### config.mk
export PLATFORM = sky130hd
export DESIGN_NAME = tone_envelope_synth
export DESIGN_NICKNAME = d
export VERILOG_FILES = /design/src/rtl/tone_envelope_synth.sv
export SDC_FILE = /design/constraint.sdc
export NUM_CORES = 1
export LEC_CHECK = 0
export ABC_AREA = 1
export CORE_MARGIN = 2
export CORE_UTILIZATION = 50
export CTS_BUF_LIST = sky130_fd_sc_hd__clkbuf_4
export DETAILED_ROUTE_END_ITERATION = 7
export PLACE_DENSITY = 0.71
export SYNTH_ARGS = -nofsm -noshare
export SYNTH_HDL_FRONTEND = slang
export SYNTH_SLANG_ARGS = --single-unit
### constraint.sdc
create_clock -name clk -period 1.9 [get_ports clk]
set_input_delay 0.38 -clock clk [delete_from_list [all_inputs] [get_ports clk]]
set_output_delay 0.38 -clock clk [all_outputs]
set_load 0.03 [all_outputs]
### src/rtl/tone_envelope_synth.sv
// tone_envelope_synth: pitched square wave, amplitude-shaped by PWM gating from an envelope FSM.
// Define TONE_ENVELOPE_EN for timed attack/release ramps; otherwise notes gate fully on/off at once.
module tone_envelope_synth #(
   parameter int CLK_HZ   = 100_000_000,
   parameter int VOL_BITS = 8,
   parameter int ENV_STEP = 50_000
) (
   input  logic                clk,
   input  logic                rst,
   input  logic                key_on,
   input  logic [3:0]          key,
   output logic                speaker,
   output logic                busy,
   output logic [3:0]          note,
   output logic [VOL_BITS-1:0] vol
);

   // Note frequencies in centi-hertz (C4..D6); result is the half period rounded to the nearest cycle.
   function automatic longint half_period_of(input int k);
      longint f_c;
      case (k)
         0:       f_c = 26163;
         1:       f_c = 29366;
         2:       f_c = 32963;
         3:       f_c = 34923;
         4:       f_c = 39200;
         5:       f_c = 44000;
         6:       f_c = 49388;
         7:       f_c = 52325;
         8:       f_c = 58733;
         9:       f_c = 65925;
         10:      f_c = 69846;
         11:      f_c = 78399;
         12:      f_c = 88000;
         13:      f_c = 98777;
         14:      f_c = 104650;
         default: f_c = 117466;
      endcase
      return (longint'(CLK_HZ) * 100 + f_c) / (2 * f_c);
   endfunction

   localparam int                  HP_W    = $clog2(half_period_of(0) + 1);
   localparam logic [VOL_BITS-1:0] VOL_MAX = {VOL_BITS{1'b1}};

   localparam logic [1:0] S_IDLE    = 2'd0;
   localparam logic [1:0] S_ATTACK  = 2'd1;
   localparam logic [1:0] S_SUSTAIN = 2'd2;
   localparam logic [1:0] S_RELEASE = 2'd3;

   logic [1:0]          state_q, state_d;
   logic [3:0]          note_q, note_d;
   logic [VOL_BITS-1:0] vol_q, vol_d;
   logic [HP_W-1:0]     tone_cnt_q, tone_cnt_d;
   logic                tone_q, tone_d;
   logic [VOL_BITS-1:0] pwm_cnt_q;
   logic                key_on_prev_q;
   logic                speaker_q;
   logic                key_rise, restart, env_step, tone_wrap;
   logic [HP_W-1:0]     half_last [16];

   for (genvar g = 0; g < 16; g++) begin : g_note_tbl
      assign half_last[g] = HP_W'(half_period_of(g) - 1);
   end

   assign key_rise = key_on & ~key_on_prev_q;

   always_comb begin
      // NOTE: every signal written here gets a default first, so no latch is inferred.
      state_d = state_q;
      note_d  = note_q;
      vol_d   = vol_q;
      restart = 1'b0;
      case (state_q)
         S_IDLE: restart = key_rise;
         S_ATTACK, S_SUSTAIN: begin
            if (!key_on) begin
`ifdef TONE_ENVELOPE_EN
               state_d = S_RELEASE;
`else
               state_d = S_IDLE;
               vol_d   = '0;
`endif
            end else if (key != note_q) begin
               restart = 1'b1;
            end else if (state_q == S_ATTACK) begin
               if (vol_q == VOL_MAX) state_d = S_SUSTAIN;
               else if (env_step)    vol_d   = vol_q + 1'b1;
            end
         end
         default: begin
            if (key_rise)          restart = 1'b1;
            else if (vol_q == '0)  state_d = S_IDLE;
            else if (env_step)     vol_d   = vol_q - 1'b1;
         end
      endcase
      // A (re)start outranks any step that falls in the same cycle.
      if (restart) begin
         state_d = S_ATTACK;
         note_d  = key;
`ifndef TONE_ENVELOPE_EN
         vol_d   = VOL_MAX;
`endif
      end
   end

   always_comb begin
      tone_wrap  = (tone_cnt_q == half_last[note_q]);
      tone_cnt_d = tone_wrap ? '0 : tone_cnt_q + 1'b1;
      tone_d     = tone_q ^ tone_wrap;
      if (restart) begin
         tone_cnt_d = '0;
         tone_d     = 1'b0;
      end
   end

`ifdef TONE_ENVELOPE_EN
   localparam int ENV_W = $clog2(ENV_STEP + 1);
   logic [ENV_W-1:0] env_cnt_q;

   assign env_step = (env_cnt_q == ENV_W'(ENV_STEP - 1));

   // Every state entry (including a restart into ATTACK) begins a fresh step interval.
   always_ff @(posedge clk) begin
      if (!rst)                                        env_cnt_q <= '0;
      else if (restart || state_d != state_q || env_step) env_cnt_q <= '0;
      else                                             env_cnt_q <= env_cnt_q + 1'b1;
   end
`else
   // No ramp timer: the step strobe is a constant that never fires.
   assign env_step = (ENV_STEP < 0);
`endif

   always_ff @(posedge clk) begin
      // NOTE: sequential state is updated with non-blocking assignments only.
      if (!rst) begin
         state_q       <= S_IDLE;
         note_q        <= '0;
         vol_q         <= '0;
         tone_cnt_q    <= '0;
         tone_q        <= 1'b0;
         pwm_cnt_q     <= '0;
         key_on_prev_q <= 1'b0;
         speaker_q     <= 1'b0;
      end else begin
         state_q       <= state_d;
         note_q        <= note_d;
         vol_q         <= vol_d;
         tone_cnt_q    <= tone_cnt_d;
         tone_q        <= tone_d;
         pwm_cnt_q     <= pwm_cnt_q + 1'b1;
         key_on_prev_q <= key_on;
         speaker_q     <= tone_q & (pwm_cnt_q < vol_q);
      end
   end

   assign speaker = speaker_q;
   assign busy    = (state_q != S_IDLE);
   assign note    = note_q;
   assign vol     = vol_q;

endmodule
* Word-level counts from Yosys, hierarchy flattened
Memory sizes are Yosys's and may differ from the RTL's. Index checks and enable logic that the tools add are counted.
Word-level totals: register bits 43, memory bits (read-only) 288, input port bits 7, word-level logic and storage cells 65, memories 1
Operators by class: add/sub/neg operators 2, magnitude comparators 2, equal/unequal tests 15, mux-type cells 17, bitwise logic cells 7, reduce and logical (&&, ||, !) cells 12
Memory list:
- (no name shown) | words 16, width 18, rd ports 1, clocked after memory_dff 0, wr ports 0, line 107 | tone_wrap = (tone_cnt_q == half_last[note_q]);
Operators by type and width (number):
- $mux 18 | 2
- $mux 8 | 3
- $add 18x1->18 const B | 1
- $eq 18x18->1 | 1
- $mux 2 | 6
- $ne 4x4->1 const B | 3
- $reduce_and 6->1 | 2
- $ne 3x3->1 const B | 3
- $add 8x1->8 const B | 1
- $eq 8x8->1 const B | 1
- $logic_not 8->1 | 1
- $lt 8x8->1 | 1
- $reduce_bool 2->1 | 3
- $ge 5x5->1 const B | 1
- $not 4->5 | 1
- $mux 1 | 4
- $ne 2x1->1 const B | 2
- $ne 4x4->1 | 1
- $pmux 2 s2 | 1
- $reduce_or 2->1 | 2
- $ne 3x1->1 const B | 1
- $not 1->1 | 3
- $reduce_bool 3->1 | 1
- $reduce_or 3->1 | 1
- other kinds (8) | 9

* Longest topological paths before layout
depth in word-level cells 7, mapped depth 16, gate-level depth less buffers 16

* Worst setup path before layout
OpenSTA, ideal clock, no wires.
kind reg2reg, start point register note_q[0] (netlist: note[0]), end point register tone_cnt_q[2], arrival 2.248 ns, required time 1.783 ns, path slack -0.464 ns, cell stages (with the launch flop) 16, path buffers 1, cells stage by stage dfxtp_1 > inv_1 > ha_1 > inv_1 > nand2_1 > nand3_1 > nand2_1 > nand2_1 > nand2_1 > nor2_1 > nand2_1 > nor2_2 > nand3_2 > nand2_4 > buf_12 > nor2_2
Between the ends: cells in the longest elaborated chain, start to end 6, elaborated cells between the ends (all ways) 10
RTL lines:
- from (decl) | line 51 | logic [3:0] note_q, note_d;
- from (signal assigned) | line 146 | note_q <= note_d;
- $not 4->5 (implied by the code) | line 107
- $mem_v2 16x18
- $mux 18 (implied by the code) (2 in series) | line 107
- $eq 18x18->1 | line 107
- $reduce_or 3->1 (no source line) *
- to (signal assigned) | line 148 | tone_cnt_q <= tone_cnt_d;
- to (decl) | line 53 | logic [HP_W-1:0] tone_cnt_q, tone_cnt_d;
Mark *: on every way between the ends. The rest lies on a longest branch, timed or not. The select of a mux whose other input is x is not followed. A chain may end at the register's enable or synchronous reset.

* Worst setup path in the final report
start point register note_q[1] (netlist: note[1]), end point register tone_q
Between the ends: cells in the longest elaborated chain, start to end 6, elaborated cells between the ends (all ways) 11
RTL lines:
- $not 4->5 (implied by the code) | line 107
- $mem_v2 16x18
- $mux 18 (implied by the code) (2 in series) | line 107
- $eq 18x18->1 | line 107
- $xor 1x1->1 | line 109 | tone_d = tone_q ^ tone_wrap;
- to (signal assigned) | line 149 | tone_q <= tone_d;
- to (decl) | line 54 | logic tone_q, tone_d;
Several ways; a longest one is shown, not always the timed one. The select of a mux whose other input is x is not followed.

==> results.ini <==
[die]
start_util=0.5201
die_h_um=76.89
io_pins=21
die-area_sq_um=5911
core_sq_um=5107
rows=26
die_w_um=76.89

[synthesis]
synth_top_area_frac=0.2713
yosysSeqAreaShare=0.2713
synthCells=388
yosysWarnings=0
syn_nets=415
synth_top_cell_by_area=dfxtp_1
synth_seq_cells=36
yosys-top-cells-area=dfxtp_1 (27%), nand2_1 (15%), ha_1 (9.4%)
syn_area_per_cell_sq_um=6.846
syn-cell-area_sq_um=2656
synth.distinct_cells=34

[layout]
final_common_cell=nand2_1
syn2layout_area_growth_pct=23.74
final_cells=498
antenna_cells=0
final_nets=454
drive_gt1_frac=0.2173
final_cell_mix=nand2_1 (96), inv_1 (41), nand3_1 (34)
num-fill-cells=447

[global_route]
first_global_vias=2290
grt_pass1_wl_mm=10.65
grt_max_degree=21
grtUsageTotal=0.2205
antenna_found_initial=0
overflow=0

[pwr]
power.density_nw_per_um2=702.4
vdd_drop_max_uv=350.5
power_leakage_nw=1.452

[critical_path]
cp_common_cell=nand2_1
critPathTopFamily=simple AND/OR/NAND/NOR gates
worstSetupEndpointType=flip-flop
worstPathArrival_ps=2240
startpoint_type=flip-flop
cp_max_fo=5
required_ps=2180
cpPeakStageDelay_ps=410
crit_type=flip-flop to flip-flop
crit_buf_inv=4
slowest_stage=dfxtp_4
crit_chain=inv_6 -> ha_4 -> inv_1 -> nand2_1 -> nand2_4 -> nand2_2 -> nand3b_1 -> nand2_1 -> nor2_1 -> nand2_1 -> nor2_4 -> nand3_4 -> buf_6 -> nand2_2 -> inv_1 -> nor2_1

[timing]
fmax_mhz=510.7
worst_pin_slew_ps=374.7
slew_violations=0
hold_viol=0
fin_ws_ps=-57.95
clock_skew_ps=12.99
timing.slew.headroom=0.7483
fin_crit_sh=1.031
setup_viol=17
period_minus_slack_ps=1958
holdWs_ps=483.3
rsz0062_at_grt=yes

[placement]
io_buffer_count=20
dp_cells=483
dp_hpwl_mm=4.626
place_congestion=0.9376

[clocking]
insertion_delay_ps=350
cts_buffers=5
clk_transition_reported_paths_ps=110
clockBufferDepth=2
htreeDepth=2
holdBufCountCts=0
root_buffer=clkbuf_4
cts_tree=done
clock-sinks=36

[routing]
wl_per_cell_um=12.71
ant_nets=0
drc=0
drt_first_pass_iters=5
wl_mm=6.330
drtIter0Drc=194
vias=2526
drt-vias-per-instance=5.072

[worst_hold_path]
hp-class=flip-flop to flip-flop

[flow_run]
cap_viol_max_count=0

[outcome]
status=finished, violations left
violations=setup timing

## where the power goes
group	switching, mW	leakage (nW)	internal, mW	total, mW
clock network	0.267	0.0330	0.143	0.410
logic	0.651	1.13	0.412	1.06
registers	0.0475	0.294	0.789	0.836
## timing repair
action | CTS | global route
resized for setup | 34 | 24
endpoints found under the setup margin | 29 | 21
pin swaps | 11 | 7
gates cloned | 2 | 0
buffers inserted | 3 | 2
## worst reg2reg max path, cell delays in order, from the launching register on
cell and delay, ps:
dfxtp_4 410, inv_6 60, ha_4 170, inv_1 90, nand2_1 120, nand2_4 100, nand2_2 50, nand3b_1 90
nand2_1 50, nor2_1 110, nand2_1 100, nor2_4 130, nand3_4 140, buf_6 150, nand2_2 40, inv_1 30
nor2_1 90
## layer usage
layer  global-route usage  part of all wire  vias up
li1                     -                 -     1311
met1               0.3037              0.47     1116
met2               0.3623              0.46       86
met3              0.02588             0.048       13
met4              0.06364             0.023        0
met5                    0                 0        -
## stage by stage
| stage | setup TNS, ps | util | area [sq um] | power [mW] | worst slack (ps) |
|---|---|---|---|---|---|
| after floorplan | 0 | - | 2680 | 1.555 | 8.007 |
| after global placement | -790.9 | 0.5862 | 2994 | 1.771 | -67.89 |
| after detailed placement | -1987 | 0.5862 | 2994 | 1.780 | -132.3 |
| after CTS | -440.6 | 0.6208 | 3171 | 2.228 | -66.78 |
| after global routing | -3109 | 0.6436 | 3287 | 2.470 | -190.0 |
| final | -590.8 | 0.6436 | 3287 | 2.309 | -57.95 |
## cells by family after synthesis
group / Yosys count / synth area share
xor gates and xnor gates: 23 / 0.07583
DFF: 36 / 0.2713
AOI/OAI and AO/OA: 29 / 0.06689
buffers and inverters: 64 / 0.1229
adders and majority gates: 20 / 0.09421
and+or+nand+nor: 216 / 0.3688
## final cells by class
class                           instances  area (sq um)  share of cell area
Tap cell                               70         87.58             0.02665
Inverter                               48         195.2             0.05938
Timing Repair Buffer                   46         420.4              0.1279
Clock inverter                          3         17.52            0.005329
Clock buffer                            5         37.54             0.01142
Multi-Input combinational cell        290          1799              0.5474
Sequential cell                        36         729.5              0.2219
## synth_stat cells, drive strengths merged
cell type and count:
o21ai 6, nor4 3, nand2 113, a21oi 9, nand4 5, nand3 40, a31oi 3, o211ai 2
nor2 46, inv 48, a2111oi 1, ha 20, a21o 1, xor2 18, o21a 2, buf 15
dfxtp 36, a211oi 4, o31ai 1, clkbuf 1, xnor2 5, nor3 6, nor3b 1, nand3b 2
## path summary, 6_finish.rpt
path	endpoint	start	slack, ps	cells past startpoint
min reg2reg	tone_cnt_q[17]	tone_cnt_q[17]	480	2
max reg2reg	tone_q	note[1]	-60	16
min	tone_cnt_q[17]	tone_cnt_q[17]	480	2
max	tone_q	note[1]	-60	16
## flip-flops by register name, summed over array words and instances (netlist names)
register / count
key_on_prev_q: 1
note: 4
pwm_cnt_q: 8
speaker: 1
state_q: 2
tone_cnt_q: 18
tone_q: 1
vol: 1
(Power assumes the default switching activity.)
